`config.mk`:
```
export PLATFORM = sky130hd
export DESIGN_NAME = wbm_arbiter
export DESIGN_NICKNAME = d
export VERILOG_FILES = /design/src/rtl/wbm_arbiter_pkg.sv /design/src/rtl/wbm_timeout.sv /design/src/rtl/wbm_arbiter.sv
export SDC_FILE = /design/constraint.sdc
export NUM_CORES = 1
export LEC_CHECK = 0
export CAP_MARGIN = 20
export CORE_AREA = 2 2 96 98
export CTS_CLUSTER_DIAMETER = 50
export CTS_CLUSTER_SIZE = 40
export DETAILED_ROUTE_END_ITERATION = 16
export DIE_AREA = 0 0 98 100
export GPL_TIMING_DRIVEN = 1
export HOLD_SLACK_MARGIN = 0.08
export PLACE_DENSITY = 0.84
export RECOVER_POWER = 50
export SYNTH_ARGS = -nofsm -noshare
export SYNTH_HDL_FRONTEND = slang
export SYNTH_SLANG_ARGS = --single-unit
```
`constraint.sdc`:
```
create_clock -name clk_i -period 4.3 [get_ports clk_i]
set_clock_uncertainty 0.1 [all_clocks]
set_input_delay 0.43 -clock clk_i [delete_from_list [all_inputs] [get_ports clk_i]]
set_output_delay 0.43 -clock clk_i [all_outputs]
set_load 0.05 [all_outputs]
```
`src/rtl/wbm_arbiter_pkg.sv`:
```
`default_nettype none
// ============================================================================
// Module      : wbm_arbiter_pkg
// Description : Shared state encodings and constants for the Wishbone arbiter.
// Revision    : 1.0 - initial release
// ============================================================================
package wbm_arbiter_pkg;

  typedef enum logic [1:0] {
    ST_IDLE  = 2'd0,
    ST_GNT_I = 2'd1,
    ST_GNT_D = 2'd2
  } arb_state_t;

  // Instruction fetches are always full-word reads.
  localparam logic [3:0] C_ISEL = 4'hF;

  localparam int unsigned C_TO_WIDTH = 16;

endpackage
`default_nettype wire

```
`src/rtl/wbm_timeout.sv`:
```
`default_nettype none
// ============================================================================
// Module      : wbm_timeout
// Description : Saturating stall counter that flags a bus transfer left
//               unanswered for TIMEOUT strobe cycles (0 disables).
// Revision    : 1.0 - initial release
// ============================================================================
module wbm_timeout
  import wbm_arbiter_pkg::*;
#(
  parameter int unsigned TIMEOUT = 255
) (
  input  logic clk_i,
  input  logic rst_i,
  input  logic count_i,
  input  logic clear_i,
  output logic expire_o
);

  localparam logic [C_TO_WIDTH-1:0] C_LIMIT =
    (TIMEOUT == 0) ? '0 : C_TO_WIDTH'(TIMEOUT - 1);

  logic [C_TO_WIDTH-1:0] r_cnt;

  // Fires on the TIMEOUT-th stalled strobe cycle, counting the current one.
  assign expire_o = (TIMEOUT != 0) && count_i && (r_cnt == C_LIMIT);

  always_ff @(posedge clk_i) begin
    if (rst_i || clear_i || expire_o) begin
      r_cnt <= '0;
    end else if (count_i && (r_cnt != '1)) begin
      r_cnt <= r_cnt + 1'b1;
    end
  end

endmodule
`default_nettype wire

```
`src/rtl/wbm_arbiter.sv`:
```
`default_nettype none
// ============================================================================
// Module      : wbm_arbiter
// Description : Two-port (instruction / data) Wishbone master arbiter with
//               registered grant, burst locking and stall timeout.
// Revision    : 1.0 - initial release
// ============================================================================
module wbm_arbiter
  import wbm_arbiter_pkg::*;
#(
  parameter int unsigned TIMEOUT       = 255,
  parameter int unsigned DATA_PRIORITY = 1
) (
  input  logic        clk_i,
  input  logic        rst_i,
  input  logic        iwbs_cyc_i,
  input  logic        iwbs_stb_i,
  input  logic [31:0] iwbs_addr_i,
  output logic        iwbs_ack_o,
  output logic        iwbs_err_o,
  input  logic        dwbs_cyc_i,
  input  logic        dwbs_stb_i,
  input  logic        dwbs_we_i,
  input  logic [3:0]  dwbs_sel_i,
  input  logic [31:0] dwbs_addr_i,
  input  logic [31:0] dwbs_dat_i,
  output logic        dwbs_ack_o,
  output logic        dwbs_err_o,
  output logic [31:0] rdat_o,
  output logic        wbm_cyc_o,
  output logic        wbm_stb_o,
  output logic        wbm_we_o,
  output logic [3:0]  wbm_sel_o,
  output logic [31:0] wbm_addr_o,
  output logic [31:0] wbm_dat_o,
  input  logic [31:0] wbm_dat_i,
  input  logic        wbm_ack_i,
  input  logic        wbm_err_i
);

  arb_state_t r_state;
  arb_state_t w_next;
  logic       r_last_d;
  logic       w_stb_req;
  logic       w_resp;
  logic       w_live;
  logic       w_expire;

  always_ff @(posedge clk_i) begin
    if (rst_i) begin
      r_state  <= ST_IDLE;
      r_last_d <= 1'b0;
    end else begin
      r_state <= w_next;
      if (w_next == ST_GNT_D) begin
        r_last_d <= 1'b1;
      end else if (w_next == ST_GNT_I) begin
        r_last_d <= 1'b0;
      end
    end
  end

  always_comb begin
    w_next     = r_state;
    w_stb_req  = 1'b0;
    wbm_cyc_o  = 1'b0;
    wbm_we_o   = 1'b0;
    wbm_sel_o  = '0;
    wbm_addr_o = '0;
    wbm_dat_o  = '0;
    unique case (r_state)
      ST_IDLE: begin
        if (dwbs_cyc_i && iwbs_cyc_i) begin
          w_next = ((DATA_PRIORITY != 0) || !r_last_d) ? ST_GNT_D : ST_GNT_I;
        end else if (dwbs_cyc_i) begin
          w_next = ST_GNT_D;
        end else if (iwbs_cyc_i) begin
          w_next = ST_GNT_I;
        end
      end
      ST_GNT_I: begin
        wbm_cyc_o  = iwbs_cyc_i;
        w_stb_req  = iwbs_cyc_i & iwbs_stb_i;
        wbm_sel_o  = C_ISEL;
        wbm_addr_o = iwbs_addr_i;
        if (!iwbs_cyc_i) begin
          w_next = dwbs_cyc_i ? ST_GNT_D : ST_IDLE;
        end
      end
      ST_GNT_D: begin
        wbm_cyc_o  = dwbs_cyc_i;
        w_stb_req  = dwbs_cyc_i & dwbs_stb_i;
        wbm_we_o   = dwbs_we_i;
        wbm_sel_o  = dwbs_sel_i;
        wbm_addr_o = dwbs_addr_i;
        wbm_dat_o  = dwbs_dat_i;
        if (!dwbs_cyc_i) begin
          w_next = iwbs_cyc_i ? ST_GNT_I : ST_IDLE;
        end
      end
      default: w_next = ST_IDLE;
    endcase
  end

  assign w_resp = wbm_ack_i | wbm_err_i;

  wbm_timeout #(
    .TIMEOUT (TIMEOUT)
  ) u_timeout (
    .clk_i    (clk_i),
    .rst_i    (rst_i),
    .count_i  (w_stb_req & ~w_resp),
    .clear_i  (w_resp | (w_next != r_state)),
    .expire_o (w_expire)
  );

  // Responses reach only a requester still holding cyc; a reset cycle drops them.
  assign w_live     = wbm_cyc_o & ~rst_i;
  assign wbm_stb_o  = w_stb_req & ~w_expire;
  assign iwbs_ack_o = w_live & (r_state == ST_GNT_I) & wbm_ack_i;
  assign iwbs_err_o = w_live & (r_state == ST_GNT_I) & (wbm_err_i | w_expire);
  assign dwbs_ack_o = w_live & (r_state == ST_GNT_D) & wbm_ack_i;
  assign dwbs_err_o = w_live & (r_state == ST_GNT_D) & (wbm_err_i | w_expire);
  assign rdat_o     = (r_state == ST_IDLE) ? '0 : wbm_dat_i;

endmodule
`default_nettype wire
```
==> impl_metrics.csv, run 1 <==
group,metric,value,unit
setup_path,critPathRequiredTime,3.77,ns
floorplan,dieHeight,100,um
grt,use_met1,23.7,%
yosys,synth_compound_area_share,19.3,%
grt,overflow,0,
cells_and_area,layout_commonest_cell,"clkdlybuf4s50_1",
yosys,synth_fa_ha_area_share,3.94,%
yosys,synth_xor_area_share,5.52,%
grt,grt_use_met2,31.9,%
grt,grt_pass1_wl,15.3,mm
power_and_ir_drop,p_leak,1.67,nW
floorplan,fp.dieArea,9800,um^2
placed_design,dp_slack,0.822,ns
setup_path,crit_fanout,76,
timing,finalWorstSetupSlack,0.442,ns
cells_and_area,fillers,817,
yosys,synth-edff-count,0,
detailed_routing,drc_errors,0,
grt,grt_pass1_vias,2994,
floorplan,row_count,35,
min_path,hold_path_depth,2,
timing,slew_viol_final,0,
power_and_ir_drop,ir_worst_vdd,0.114,mV
grt,grt_max_degree,77,
setup_path,worstPathArrival,3.33,ns
cells_and_area,area_delta_synth_final,116,%
placed_design,post-dp-hpwl,8.48,mm
yosys,synth_top_area_share,20.0,%
yosys,yosys.area_share.simple,48.1,%
detailed_routing,vias,3152,
cells_and_area,diodes,0,
setup_path,r2r_cells,8,
power_and_ir_drop,switching_share,47.3,%
grt,antenna_found_initial,0,
yosys,synth_fp_nets,465,
timing,setup_tns,0,ns
setup_path,r2r_start,"r_state[1]",
placed_design,port-buffer-count,247,
yosys,syn_area,2220,um^2
cells_and_area,fin_nets,695,
clock_network,clock_sinks,18,
clock_network,cts_resized,0,
clock_network,clk_path_buf_depth,2,
power_and_ir_drop,p_int,0.543,mW
yosys,synth.area.top_cells,"nor2b_1 20%, dfxtp_1 16%, a22oi_1 11%",
clock_network,postCtsSetupRepairBufs,0,
grt,met3_usage,5.85,%
floorplan,die_w,98,um
floorplan,core,8890,um^2
clock_network,cts_tree,"built",
detailed_routing,routed_wirelength,10.2,mm
min_path,hold_end,"u_timeout.r_cnt[4]",
status,status,"finished, final reports clean",
yosys,synth_top_family_by_area,"simple AND/OR/NAND/NOR gates",
min_path,hp-class,"flip-flop to flip-flop",
placed_design,globalplace.congestion,0.875,
power_and_ir_drop,switchingPower,0.486,mW
setup_path,crit_type,"flip-flop to output pin",
floorplan,start_util,25.0,%
yosys,ys_seq_elements,18,
clock_network,clk_pin_slew,0.07,ns
yosys,ys_seq_area_share,16.2,%
timing,max_freq,259,MHz
grt,track_usage,19.1,%
detailed_routing,initialDrtViolationCount,71,
yosys,synth_ff_type,"dfxtp_1",
power_and_ir_drop,power_frac_comb,69.6,%
flow_run,cap_violations,0,
clock_network,cts_buffers,3,
floorplan,ioPinCount,248,
timing,fin_crit_sh,89.7,%
timing,rsz0062_at_grt,"false",
grt,top_usage_layer,"met2",
detailed_routing,drtPass1Iterations,4,
power_and_ir_drop,seq_power_share,16.8,%
timing,slew_headroom,16.3,%
clock_network,cts_hold_buf,0,
yosys,yosysWarnings,0,
power_and_ir_drop,clkPwrFrac,13.6,%
clock_network,clock_latency,0.26,ns
yosys,syn_inst,317,
min_path,hold_start,"u_timeout.r_cnt[4]",
yosys,synthArstFlopShare,0,%
setup_path,rrSetupSlack,0.89,ns
setup_path,crit_path_end_kind,"output pin",
detailed_routing,detail_route.wl_per_cell,15.6,um
detailed_routing,ant_nets,0,
setup_path,startpoint_type,"flip-flop",
timing,setup_viol,0,
power_and_ir_drop,pwr_density_cell,215,nW/um^2
timing,hold_viol_final,0,
yosys,yosysTopAreaCell,"nor2b_1",
cells_and_area,final_cell_mix,"204 x clkdlybuf4s50_1, 71 x nor2b_1, 43 x dlygate4sd3_1",
clock_network,htree_levels,1,
yosys,synth_mux_area_share,0,%
detailed_routing,viasPerCell,4.80,
setup_path,r2r_end,"u_timeout.r_cnt[12]",
timing,worst_pin_slew,1.26,ns
clock_network,cts_root_buffer,"clkbuf_8",
yosys,ys_types,36,
yosys,avgSynthCellArea,7.01,um^2
timing,finalCriticalPeriod,3.86,ns
cells_and_area,drive_above_1_share,2.01,%
[cells by family (layout without fill, tap and decap cells)]
logic type,Yosys count,count (layout)
AND/OR/NAND/NOR,186,186
AO/OA/AOI/OAI,59,59
buffers and inverters,33,262
flip-flops,18,18
XOR/XNOR,14,14
adder cells (fa/ha/maj),7,7
[metrics by stage]
step           power [mW]  cell area [um^2]  util (%)  instances  hold WS [ns]
2_1_floorplan       0.612              2220         -        317         0.407
3_3_place_gp        0.899              4740      53.3        652         0.440
3_5_place_dp        0.912              4750      53.4        653         0.464
4_1_cts              1.05              4810      54.1        657         0.482
5_1_grt              1.07              4790      53.9        657         0.508
6_report             1.03              4790      53.9        657         0.482
[cell type report]
class	count	area [um^2]	share of cell area [%]
sequential	18	360	7.52
clock buffer	4	55.1	1.15
timing repair buffer	252	2500	52.2
tap	111	139	2.90
multi-input combinational	266	1710	35.7
inverter	6	22.5	0.470
[state kept, by name, summed over array words and instances, names as in the netlist]
signal and flops:
u_timeout.r_cnt 16, r_state 2
[worst max path at each step]
stage	depth (start not counted)	startpoint	slack (ns)	endpoint
final	5	r_state[1]	0.44	wbm_addr_o[31]
after global routing	5	r_state[1]	0.21	wbm_sel_o[1]
after CTS	8	r_state[1]	0.64	dwbs_err_o
after detailed placement	7	iwbs_cyc_i	0.82	dwbs_err_o
after global placement	7	iwbs_cyc_i	0.87	dwbs_err_o
after floorplan	8	r_state[1]	0.94	iwbs_err_o
[Yosys cell counts (all sizes together) (7+ instances only)]
library cell / instances
nor3: 12
nand3: 8
buf: 7
ha: 7
nor2b: 71
nor2: 27
a21oi: 7
nand2: 9
and2: 34
clkbuf: 20
dfxtp: 18
a22oi: 34
xnor2: 14
[power groups by stage]
stage / combinational, mW / clock, mW / sequential [mW]
after floorplan: 0.437 / 0 / 0.174
after global placement: 0.723 / 0 / 0.176
after detailed placement: 0.735 / 0 / 0.177
after CTS: 0.737 / 0.143 / 0.173
after global routing: 0.750 / 0.151 / 0.173
final: 0.716 / 0.140 / 0.173
[worst max-delay path, cell delays in order (launching register included)]
cell             delay, ns
dfxtp_1               0.53
ha_2                  0.29
clkbuf_2              0.94
a22oi_1               0.23
nor2b_1               0.17
clkdlybuf4s50_1       0.87
[routing by layer]
layer | vias up | part of all wire (%)
met2 | 135 | 48
met1 | 1438 | 41
met3 | 23 | 8.3
met4 | 0 | 2.4
met5 | - | 0
li1 | 1556 | -
Power figures use the tool's default switching activity.
==> run 2, diff against run 1 <==
--- a/config.mk
+++ b/config.mk
@@ -15,6 +15,7 @@
 export HOLD_SLACK_MARGIN = 0.08
 export PLACE_DENSITY = 0.84
 export RECOVER_POWER = 50
+export SKIP_CTS_REPAIR_TIMING = 1
 export SYNTH_ARGS = -nofsm -noshare
 export SYNTH_HDL_FRONTEND = slang
 export SYNTH_SLANG_ARGS = --single-unit
==> results of run 2 <==
Final layout, timing and power as in run 1 (identical DEF).
